`config.mk`:
```
export PLATFORM = sky130hd
export DESIGN_NAME = capture_sched
export DESIGN_NICKNAME = d
export VERILOG_FILES = /design/src/rtl/capture_pkg.sv /design/src/rtl/capture_sched_tick_gen.sv /design/src/rtl/capture_sched.sv
export SDC_FILE = /design/constraint.sdc
export NUM_CORES = 1
export LEC_CHECK = 0
export BUFFER_PORTS_ARGS = -buffer_cell sky130_fd_sc_hd__buf_4
export CORE_MARGIN = 2
export CORE_UTILIZATION = 45
export DETAILED_ROUTE_END_ITERATION = 8
export PLACE_DENSITY = 0.69
export SYNTH_ARGS = -nofsm -noshare
export SYNTH_HDL_FRONTEND = slang
export SYNTH_SLANG_ARGS = --single-unit
export TNS_END_PERCENT = 10
```
`constraint.sdc`:
```
create_clock -name clk100_i -period 1.7 [get_ports clk100_i]
set_clock_uncertainty 0.1 [all_clocks]
set_input_delay 0.34 -clock clk100_i [delete_from_list [all_inputs] [get_ports clk100_i]]
set_output_delay 0.34 -clock clk100_i [all_outputs]
set_load 0.005 [all_outputs]
```
`src/rtl/capture_pkg.sv`:
```
// capture_pkg: shared types and widths for the capture scheduler.
//   state_e : scheduler FSM states
//   src_e   : capture source codes reported on src_o
//   cnt_inc : counter increment that also returns the wrap carry
package capture_pkg;

    localparam int DATA_W = 10;
    localparam int CNT_W  = 8;
    localparam int PER_W  = 4;

    typedef enum logic [1:0] {
        ST_IDLE  = 2'd0,
        ST_GRANT = 2'd1,
        ST_WRITE = 2'd2,
        ST_COOL  = 2'd3
    } state_e;

    typedef enum logic [1:0] {
        SRC_NONE = 2'd0,
        SRC_MAN  = 2'd1,
        SRC_AUTO = 2'd2
    } src_e;

    // Returns {carry, v+1}; carry is set exactly on the FF->00 wrap.
    function automatic logic [CNT_W:0] cnt_inc(input logic [CNT_W-1:0] v);
        return {1'b0, v} + {{CNT_W{1'b0}}, 1'b1};
    endfunction

endpackage

```
`src/rtl/capture_sched_tick_gen.sv`:
```
// tick_gen: auto-capture timebase.
//   clk100_i   : system clock
//   rst_i      : synchronous active-high reset
//   en_i       : auto enable; low holds both counters at zero
//   period_i   : interval of (period_i+1) ticks, latched at each reload
//   auto_req_o : registered one-cycle auto capture request
module tick_gen
    import capture_pkg::*;
#(
    parameter int TICK_DIV = 100000
) (
    input  logic             clk100_i,
    input  logic             rst_i,
    input  logic             en_i,
    input  logic [PER_W-1:0] period_i,
    output logic             auto_req_o
);

    localparam int PRE_W = (TICK_DIV > 1) ? $clog2(TICK_DIV) : 1;

    logic [PRE_W-1:0] pre_q, pre_d;
    logic [PER_W-1:0] ivl_q, ivl_d;
    logic [PER_W-1:0] lim_q, lim_d;
    logic             req_q, req_d;

    // Prescaler and interval counter next-state; the limit is only taken from
    // period_i while disabled or at a reload so a running interval is never cut short.
    always_comb begin
        pre_d = pre_q;
        ivl_d = ivl_q;
        lim_d = lim_q;
        req_d = 1'b0;
        if (!en_i) begin
            pre_d = {PRE_W{1'b0}};
            ivl_d = {PER_W{1'b0}};
            lim_d = period_i;
        end else if (pre_q == PRE_W'(TICK_DIV - 1)) begin
            pre_d = {PRE_W{1'b0}};
            if (ivl_q == lim_q) begin
                req_d = 1'b1;
                ivl_d = {PER_W{1'b0}};
                lim_d = period_i;
            end else begin
                ivl_d = ivl_q + {{(PER_W-1){1'b0}}, 1'b1};
            end
        end else begin
            pre_d = pre_q + {{(PRE_W-1){1'b0}}, 1'b1};
        end
    end

    // Counter state registers.
    always_ff @(posedge clk100_i) begin
        if (rst_i) begin
            pre_q <= {PRE_W{1'b0}};
            ivl_q <= {PER_W{1'b0}};
            lim_q <= {PER_W{1'b0}};
            req_q <= 1'b0;
        end else begin
            pre_q <= pre_d;
            ivl_q <= ivl_d;
            lim_q <= lim_d;
            req_q <= req_d;
        end
    end

    assign auto_req_o = req_q;

endmodule

```
`src/rtl/capture_sched.sv`:
```
// capture_sched: arbitrates manual and periodic auto capture requests and
// latches the switch word with a running count.
//   clk100_i, rst_i          : clock, synchronous active-high reset
//   man_req_i, clr_req_i     : one-cycle manual capture / clear pulses
//   auto_en_i, period_i      : auto enable and interval (period_i+1 ticks)
//   sw_i                     : word to capture
//   data_o, count_o, src_o   : last word, capture count, last source
//   busy_o, ovf_o, miss_o    : FSM not idle, sticky wrap, merged-request pulse
module capture_sched
    import capture_pkg::*;
#(
    parameter int TICK_DIV = 100000,
    parameter int GAP      = 4
) (
    input  logic              clk100_i,
    input  logic              rst_i,
    input  logic              man_req_i,
    input  logic              clr_req_i,
    input  logic              auto_en_i,
    input  logic [PER_W-1:0]  period_i,
    input  logic [DATA_W-1:0] sw_i,
    output logic [DATA_W-1:0] data_o,
    output logic [CNT_W-1:0]  count_o,
    output logic [1:0]        src_o,
    output logic              busy_o,
    output logic              ovf_o,
    output logic              miss_o
);

    localparam int COOL_W = (GAP > 1) ? $clog2(GAP) : 1;

    state_e            state_q, state_d;
    src_e              win_q, win_d;
    logic              pend_man_q, pend_man_d;
    logic              pend_auto_q, pend_auto_d;
    logic              rr_q, rr_d;          // 1: auto is preferred on the next tie
    logic [DATA_W-1:0] data_q, data_d;
    logic [CNT_W-1:0]  count_q, count_d;
    logic [1:0]        src_q, src_d;
    logic              busy_q, busy_d;
    logic              ovf_q, ovf_d;
    logic              miss_q, miss_d;
    logic [COOL_W-1:0] cool_q, cool_d;
    logic              auto_req_s;
    logic              grant_man_s, grant_auto_s;
    logic [CNT_W:0]    inc_s;

    tick_gen #(.TICK_DIV(TICK_DIV)) u_tick (
        .clk100_i   (clk100_i),
        .rst_i      (rst_i),
        .en_i       (auto_en_i),
        .period_i   (period_i),
        .auto_req_o (auto_req_s)
    );

    // FSM, arbitration and pending-flag next-state. The capture is committed on
    // the edge leaving GRANT so the new word is visible during WRITE.
    always_comb begin
        state_d      = state_q;
        win_d        = win_q;
        pend_man_d   = pend_man_q;
        pend_auto_d  = pend_auto_q;
        rr_d         = rr_q;
        data_d       = data_q;
        count_d      = count_q;
        src_d        = src_q;
        ovf_d        = ovf_q;
        cool_d       = cool_q;
        miss_d       = 1'b0;
        grant_man_s  = 1'b0;
        grant_auto_s = 1'b0;
        inc_s        = cnt_inc(count_q);

        case (state_q)
            ST_IDLE: begin
                if (pend_man_q && (!pend_auto_q || !rr_q)) begin
                    grant_man_s = 1'b1;
                    win_d       = SRC_MAN;
                    rr_d        = 1'b1;
                    state_d     = ST_GRANT;
                end else if (pend_auto_q) begin
                    grant_auto_s = 1'b1;
                    win_d        = SRC_AUTO;
                    rr_d         = 1'b0;
                    state_d      = ST_GRANT;
                end else begin
                    state_d = ST_IDLE;
                end
            end
            ST_GRANT: begin
                data_d  = sw_i;
                count_d = inc_s[CNT_W-1:0];
                src_d   = win_q;
                if (inc_s[CNT_W]) begin
                    ovf_d = 1'b1;
                end else begin
                    ovf_d = ovf_q;
                end
                state_d = ST_WRITE;
            end
            ST_WRITE: begin
                cool_d  = COOL_W'(GAP - 1);
                state_d = ST_COOL;
            end
            ST_COOL: begin
                if (cool_q == {COOL_W{1'b0}}) begin
                    state_d = ST_IDLE;
                end else begin
                    cool_d = cool_q - {{(COOL_W-1){1'b0}}, 1'b1};
                end
            end
            default: begin
                state_d = ST_IDLE;
            end
        endcase

        // A new request re-arms a flag even in the cycle it is granted; it is
        // only a merge (miss) when the existing flag survives this edge.
        if (man_req_i) begin
            miss_d     = pend_man_q && !grant_man_s;
            pend_man_d = 1'b1;
        end else if (grant_man_s) begin
            pend_man_d = 1'b0;
        end else begin
            pend_man_d = pend_man_q;
        end

        if (auto_req_s) begin
            miss_d      = miss_d || (pend_auto_q && !grant_auto_s);
            pend_auto_d = 1'b1;
        end else if (grant_auto_s) begin
            pend_auto_d = 1'b0;
        end else begin
            pend_auto_d = pend_auto_q;
        end

        if (!auto_en_i) begin
            pend_auto_d = 1'b0;
        end else begin
            pend_auto_d = pend_auto_d;
        end

        // Clear beats everything, including same-cycle requests and a capture
        // that would otherwise commit on this edge.
        if (clr_req_i) begin
            state_d     = ST_IDLE;
            data_d      = {DATA_W{1'b0}};
            count_d     = {CNT_W{1'b0}};
            src_d       = SRC_NONE;
            ovf_d       = 1'b0;
            pend_man_d  = 1'b0;
            pend_auto_d = 1'b0;
            miss_d      = 1'b0;
            cool_d      = {COOL_W{1'b0}};
        end else begin
            state_d = state_d;
        end

        busy_d = (state_d != ST_IDLE);
    end

    // State and output registers.
    always_ff @(posedge clk100_i) begin
        if (rst_i) begin
            state_q     <= ST_IDLE;
            win_q       <= SRC_NONE;
            pend_man_q  <= 1'b0;
            pend_auto_q <= 1'b0;
            rr_q        <= 1'b0;
            data_q      <= {DATA_W{1'b0}};
            count_q     <= {CNT_W{1'b0}};
            src_q       <= 2'd0;
            busy_q      <= 1'b0;
            ovf_q       <= 1'b0;
            miss_q      <= 1'b0;
            cool_q      <= {COOL_W{1'b0}};
        end else begin
            state_q     <= state_d;
            win_q       <= win_d;
            pend_man_q  <= pend_man_d;
            pend_auto_q <= pend_auto_d;
            rr_q        <= rr_d;
            data_q      <= data_d;
            count_q     <= count_d;
            src_q       <= src_d;
            busy_q      <= busy_d;
            ovf_q       <= ovf_d;
            miss_q      <= miss_d;
            cool_q      <= cool_d;
        end
    end

    assign data_o  = data_q;
    assign count_o = count_q;
    assign src_o   = src_q;
    assign busy_o  = busy_q;
    assign ovf_o   = ovf_q;
    assign miss_o  = miss_q;

endmodule

```
## Word-level counts from Yosys, hierarchy flattened

Index checks and enable logic that the tools add are counted.

| storage, ports and cells | value |
|---|---|
| flip-flop bits (word level) | 58 |
| bits of input ports | 19 |
| output and inout bits | 23 |
| word-level logic and storage cells | 82 |

| cells by class | value |
|---|---|
| $add $sub $neg | 4 |
| eq/ne operators | 8 |
| muxes and demuxes | 27 |
| bitwise operators | 2 |
| reductions and logical operators | 25 |

Operator list:

| cell | number |
|---|---|
| $add A17 B1 Y17 const B | 1 |
| $eq A17 B17 Y1 const B | 1 |
| $mux W1 | 16 |
| $mux W4 | 4 |
| $mux W2 | 5 |
| $reduce_bool A2 Y1 | 5 |
| $add A8 B1 Y9 const B | 1 |
| $reduce_or A3 Y1 | 3 |
| $pmux W2 S4 | 1 |
| $reduce_and A2 Y1 | 4 |
| $add A4 B1 Y4 const B | 1 |
| $eq A2 B2 Y1 const B | 2 |
| $eq A4 B4 Y1 | 1 |
| $logic_not A1 Y1 | 4 |
| $logic_not A2 Y1 | 2 |
| $ne A2 B1 Y1 const B | 2 |
| $pmux W2 S2 | 1 |
| $reduce_or A2 Y1 | 2 |
| $logic_and A1 B1 Y1 | 3 |
| $eq A2 B1 Y1 const B | 1 |
| $logic_or A1 B1 Y1 | 2 |
| $ne A2 B2 Y1 const B | 1 |
| $not A1 Y1 | 2 |
| $sub A2 B1 Y2 const B | 1 |

## Depth between registers and ports, before layout

| depth | value |
|---|---|
| depth in word-level cells | 10 |
| depth in mapped cells | 7 |
| mapped depth without buffers | 5 |

## Modules after synthesis

Synthesis repeated with hierarchy kept, for this count alone.

| second synthesis, totals | value |
|---|---|
| cells, all modules | 282 |
| area, all modules | 2,539.9 um2 |

Modules (own cells, without submodules):

| module | times used | cells each | area an instance (um2) | sequential area each (um2) |
|---|---|---|---|---|
| tick_gen | 1 | 136 | 1,288.7 | 520.5 |
| capture_sched | 1 | 146 | 1,251.2 | 620.6 |

## Least setup slack after synthesis

No wires, ideal clock.

| timing path | value |
|---|---|
| path kind | reg2reg |
| from | register u_tick.pre_q[0] |
| to | register u_tick.pre_q[16] |
| library setup time | 115 ps |
| data arrival time | 1,358 ps |
| data required time | 1,485 ps |
| slack | 128 ps |
| stages on the path, launching flop included | 8 |
| buffers on the path | 2 |
| period minus slack after synthesis | 1,572 ps |
| path through | dfxtp_1 ha_1 and4_1 nand4_4 nand2b_1 buf_4 buf_6 nor2_1 |

| on the way | value |
|---|---|
| longest elaborated chain between the ends | 2 |
| elaborated cells on any way between the ends | 3 |
| classes of those cells | add/sub: 1; eq/ne: 1; reduce/logical: 1 |

Ends and longest elaborated chain:

| what | line | RTL |
|---|---|---|
| start, declared | capture_sched_tick_gen.sv:21 | `logic [PRE_W-1:0] pre_q, pre_d;` |
| start signal, assigned | capture_sched_tick_gen.sv:54 | `pre_q <= {PRE_W{1'b0}};` |
| start signal, assigned | capture_sched_tick_gen.sv:59 | `pre_q <= pre_d;` |
| parallel branches: the longest is 2 deep, another holds $add A17 B1 Y17 | n/a |  |

Parallel ways; which one is timed is not known.
A chain may end at the register's enable or synchronous reset.

## Final worst setup path

| timing path | value |
|---|---|
| from | register u_tick.pre_q[0] |
| to | register u_tick.ivl_q[3] |

| on the way | value |
|---|---|
| longest elaborated chain between the ends | 1 |

Ends and longest elaborated chain:

| what | line | RTL |
|---|---|---|
| $eq A17 B17 Y1 | capture_sched_tick_gen.sv:37 | `end else if (pre_q == PRE_W'(TICK_DIV - 1)) begin` |
| end signal, assigned | capture_sched_tick_gen.sv:55 | `ivl_q <= {PER_W{1'b0}};` |
| end signal, assigned | capture_sched_tick_gen.sv:60 | `ivl_q <= ivl_d;` |
| end, declared | capture_sched_tick_gen.sv:22 | `logic [PER_W-1:0] ivl_q, ivl_d;` |

No other way between the ends.

==> run_results.csv <==
group,metric,value,unit
clock_tree,cts_buffer_depth,2,
yosys,synth-async-reset-ratio,0,
yosys,syn_area_per_cell,8.80,um^2
final_layout,final-seq-area,1140,um^2
critical_path,start_kind,"flip-flop",
clock_tree,post_cts.repair.setup_buffers,0,
critical_path,slowest_stage,"dfxtp_1",
final_layout,multi_input_area,1260,um^2
route,drt-initial-drc-count,50,
global_routing,overflow,0,
clock_tree,cts.clk_slew.worst_paths,70,ps
die,rows,27,
yosys,synthSimpleGateAreaFrac,0.289,
critical_path,critical_path.max_stage_delay,370,ps
yosys,ys_ff_latch,57,
yosys,synth_area,2490,um^2
clock_tree,worstSkewPairLatency,330,ps
placed_design,portBuffers,41,
die,die_x,78.4,um
route,num_vias,2025,
yosys,synth_mux_area_frac,0.0161,
sta,hold_slack,70.1,ps
clock_tree,cts_tree,"done",
die,start_util,0.458,
critical_path,cp_data_required_time,1820,ps
die,pin_count,42,
final_layout,final_cell_mix,"dfxtp_1, buf_4, nand2_1, nor2_1, a21oi_1",
final_layout,fillers,503,
yosys,synth-adder-area-share,0.0201,
yosys,synth_compound_area_frac,0.0945,
clock_tree,cts.sinks,57,
power,leakage,1.15,nW
final_layout,nets,353,
critical_path,arrival,1710,ps
yosys,synth_cell_types,43,
final_layout,diodes,0,
yosys,synth-seq-area-share,0.458,
yosys,synth_top_area_share,0.458,
route,route.detailed.drc,0,
final_layout,final_common_cell,"dfxtp_1",
sta,fmax,632,MHz
placed_design,finalWeightedCongestion,0.802,
critical_path,worstPathCellList,"ha_1 -> and4_2 -> and4_4 -> a2bb2oi_1 -> a21oi_1",
critical_path,cp_top_family,"simple AND/OR/NAND/NOR gates",
critical_path,crit_buf_inv,0,
yosys,syn_inst,283,
yosys,synth-xor-area-share,0.0844,
yosys,synth_warnings,0,
placed_design,dp_hpwl,3270,um
final_layout,drive_gt1_frac,0.233,
critical_path,endpoint_kind,"flip-flop",
power,vdd_drop_max,0.700,mV
route,via_per_inst,4.98,
yosys,syn_nets,306,
die,core,5440,um^2
yosys,synth_area_leaders,"dfxtp_1, nand2_1, xnor2_1",
job,cap_viol_max_count,0,
yosys,synth_edf_count,0,
route,postRouteAntennaNets,0,
global_routing,grt_pass1_wl,8070,um
die,fp.dieH,78.4,um
power,powerDensity,917,nW/um^2
global_routing,grt_pass1_vias,1830,
yosys,synth_top_family_by_area,"simple AND/OR/NAND/NOR gates",
sta,tightest_slew,455,ps
route,wl_per_cell,11.4,um
sta,setup-violations-final,0,
clock_tree,cts_buffers,9,
critical_path,critical_path_class,"flip-flop to flip-flop",
sta,min_period,1580,ps
sta,maxSlewViolCount,0,
clock_tree,htreeDepth,3,
global_routing,antenna_found_initial,0,
die,die_area,6140,um^2
final_layout,syn_to_final_growth,25.4,%
worst_hold_path,hold_path.class,"input port to flip-flop",
sta,fin_tns_setup,0,ps
sta,rsz0062_at_grt,"no",
yosys,synthFlopType,"dfxtp_1",
global_routing,grt.total_usage,0.165,
sta,maxSlewHeadroom,0.695,
status,status,"completed",
sta,hold_viol_final,0,
clock_tree,cts-root-buf,"clkbuf_8",
route,first_pass_iters,5,
critical_path,path_max_fanout,5,
global_routing,grt_start_max_net_pins,23,
yosys,yosys.area.top_type,"dfxtp_1",
route,drt_wl_total,4660,um
sta,fin_crit_sh,0.931,
==> through the flow <==
| stage | instance area [um^2] | power [mW] | std cells | util | setup WS (ps) |
|---|---|---|---|---|---|
| 2_1_floorplan | 2490 | 1.46 | 283 | - | 128 |
| 3_3_place_gp | 2890 | 1.52 | 391 | 0.532 | 117 |
| 3_5_place_dp | 2890 | 1.52 | 391 | 0.532 | 52.0 |
| 4_1_cts | 3120 | 2.90 | 407 | 0.573 | 57.1 |
| 5_1_grt | 3120 | 2.97 | 407 | 0.574 | 13.4 |
| 6_report | 3120 | 2.86 | 407 | 0.574 | 118 |
==> layer usage <==
layer | vias up | GRT usage | routed length, um
li1 | 1060 | - | -
met1 | 915 | 0.196 | 2150
met2 | 46 | 0.279 | 2240
met3 | 4 | 0.0678 | 237
met4 | 0 | 0.0368 | 23
met5 | - | 0 | 0
==> area by class of cell <==
type,instances,area share
clock buffers,13,0.0573
clock inverters,3,0.0148
inverters,9,0.0108
multi-input cells,205,0.403
flip-flops and latches,57,0.366
well taps,72,0.0289
repair buffers,48,0.119
==> final timing paths <==
kind,start,to,slack [ps],depth (start not counted)
min,clr_req_i,pend_auto_q$_SDFFE_PP0P_,70,2
min reg2reg,src_o[1]$_SDFFE_PP0P_,src_o[1]$_SDFFE_PP0P_,350,2
max,u_tick.pre_q[0]$_SDFF_PP0_,u_tick.ivl_q[3]$_SDFFE_PP0N_,120,5
max reg2reg,u_tick.pre_q[0]$_SDFF_PP0_,u_tick.ivl_q[3]$_SDFFE_PP0N_,120,5
==> cells by family (layout without fill, tap and decap cells) <==
| kind of cell | after synthesis | count (layout) |
|---|---|---|
| AND/OR/NAND/NOR | 134 | 134 |
| flip-flops | 57 | 57 |
| AO/OA/AOI/OAI | 39 | 39 |
| XOR/XNOR | 24 | 24 |
| buffers and inverters | 21 | 73 |
| adder cells (fa/ha/maj) | 4 | 4 |
| multiplexers | 4 | 4 |
==> synthesized netlist by cell type (7+ instances only) <==
library cell and number:
a21oi_1 25, inv_1 9, dfxtp_1 57, xnor2_1 17, nand3_1 8, nor3_1 11
nand2b_1 11, xor2_1 7, nand2_1 42, nand4_1 7, clkbuf_1 7, nor2_1 32
==> repair_timing <==
item / in CTS / in global routing
hold buffers: 0 / 0
gates resized for setup: 0 / 3
setup endpoints to repair: 0 / 9
==> worst register-to-register path: stages (launching register included) <==
cell and delay, ps:
dfxtp_1 370, ha_1 200, and4_2 300, and4_4 270
a2bb2oi_1 170, a21oi_1 80
==> where the power goes <==
part | leakage [nW] | switching [mW] | internal, mW
Sequential | 0.461 | 0.0126 | 1.35
Combinational | 0.574 | 0.0597 | 0.0697
Clock | 0.112 | 0.533 | 0.839
Total | 1.15 | 0.605 | 2.26
==> registers in the layout, indices dropped and copies added, names as in the netlist <==
| name | flops |
|---|---|
| pend_auto_q | 1 |
| miss_o | 1 |
| count_o | 8 |
| busy_o | 1 |
| src_o | 2 |
| cool_q | 2 |
| ovf_o | 1 |
| data_o | 10 |
| u_tick.ivl_q | 4 |
| win_q | 2 |
| u_tick.lim_q | 4 |
| u_tick.pre_q | 17 |
| state_q | 2 |
| pend_man_q | 1 |
| u_tick.auto_req_o | 1 |
(Power assumes the default switching activity.)
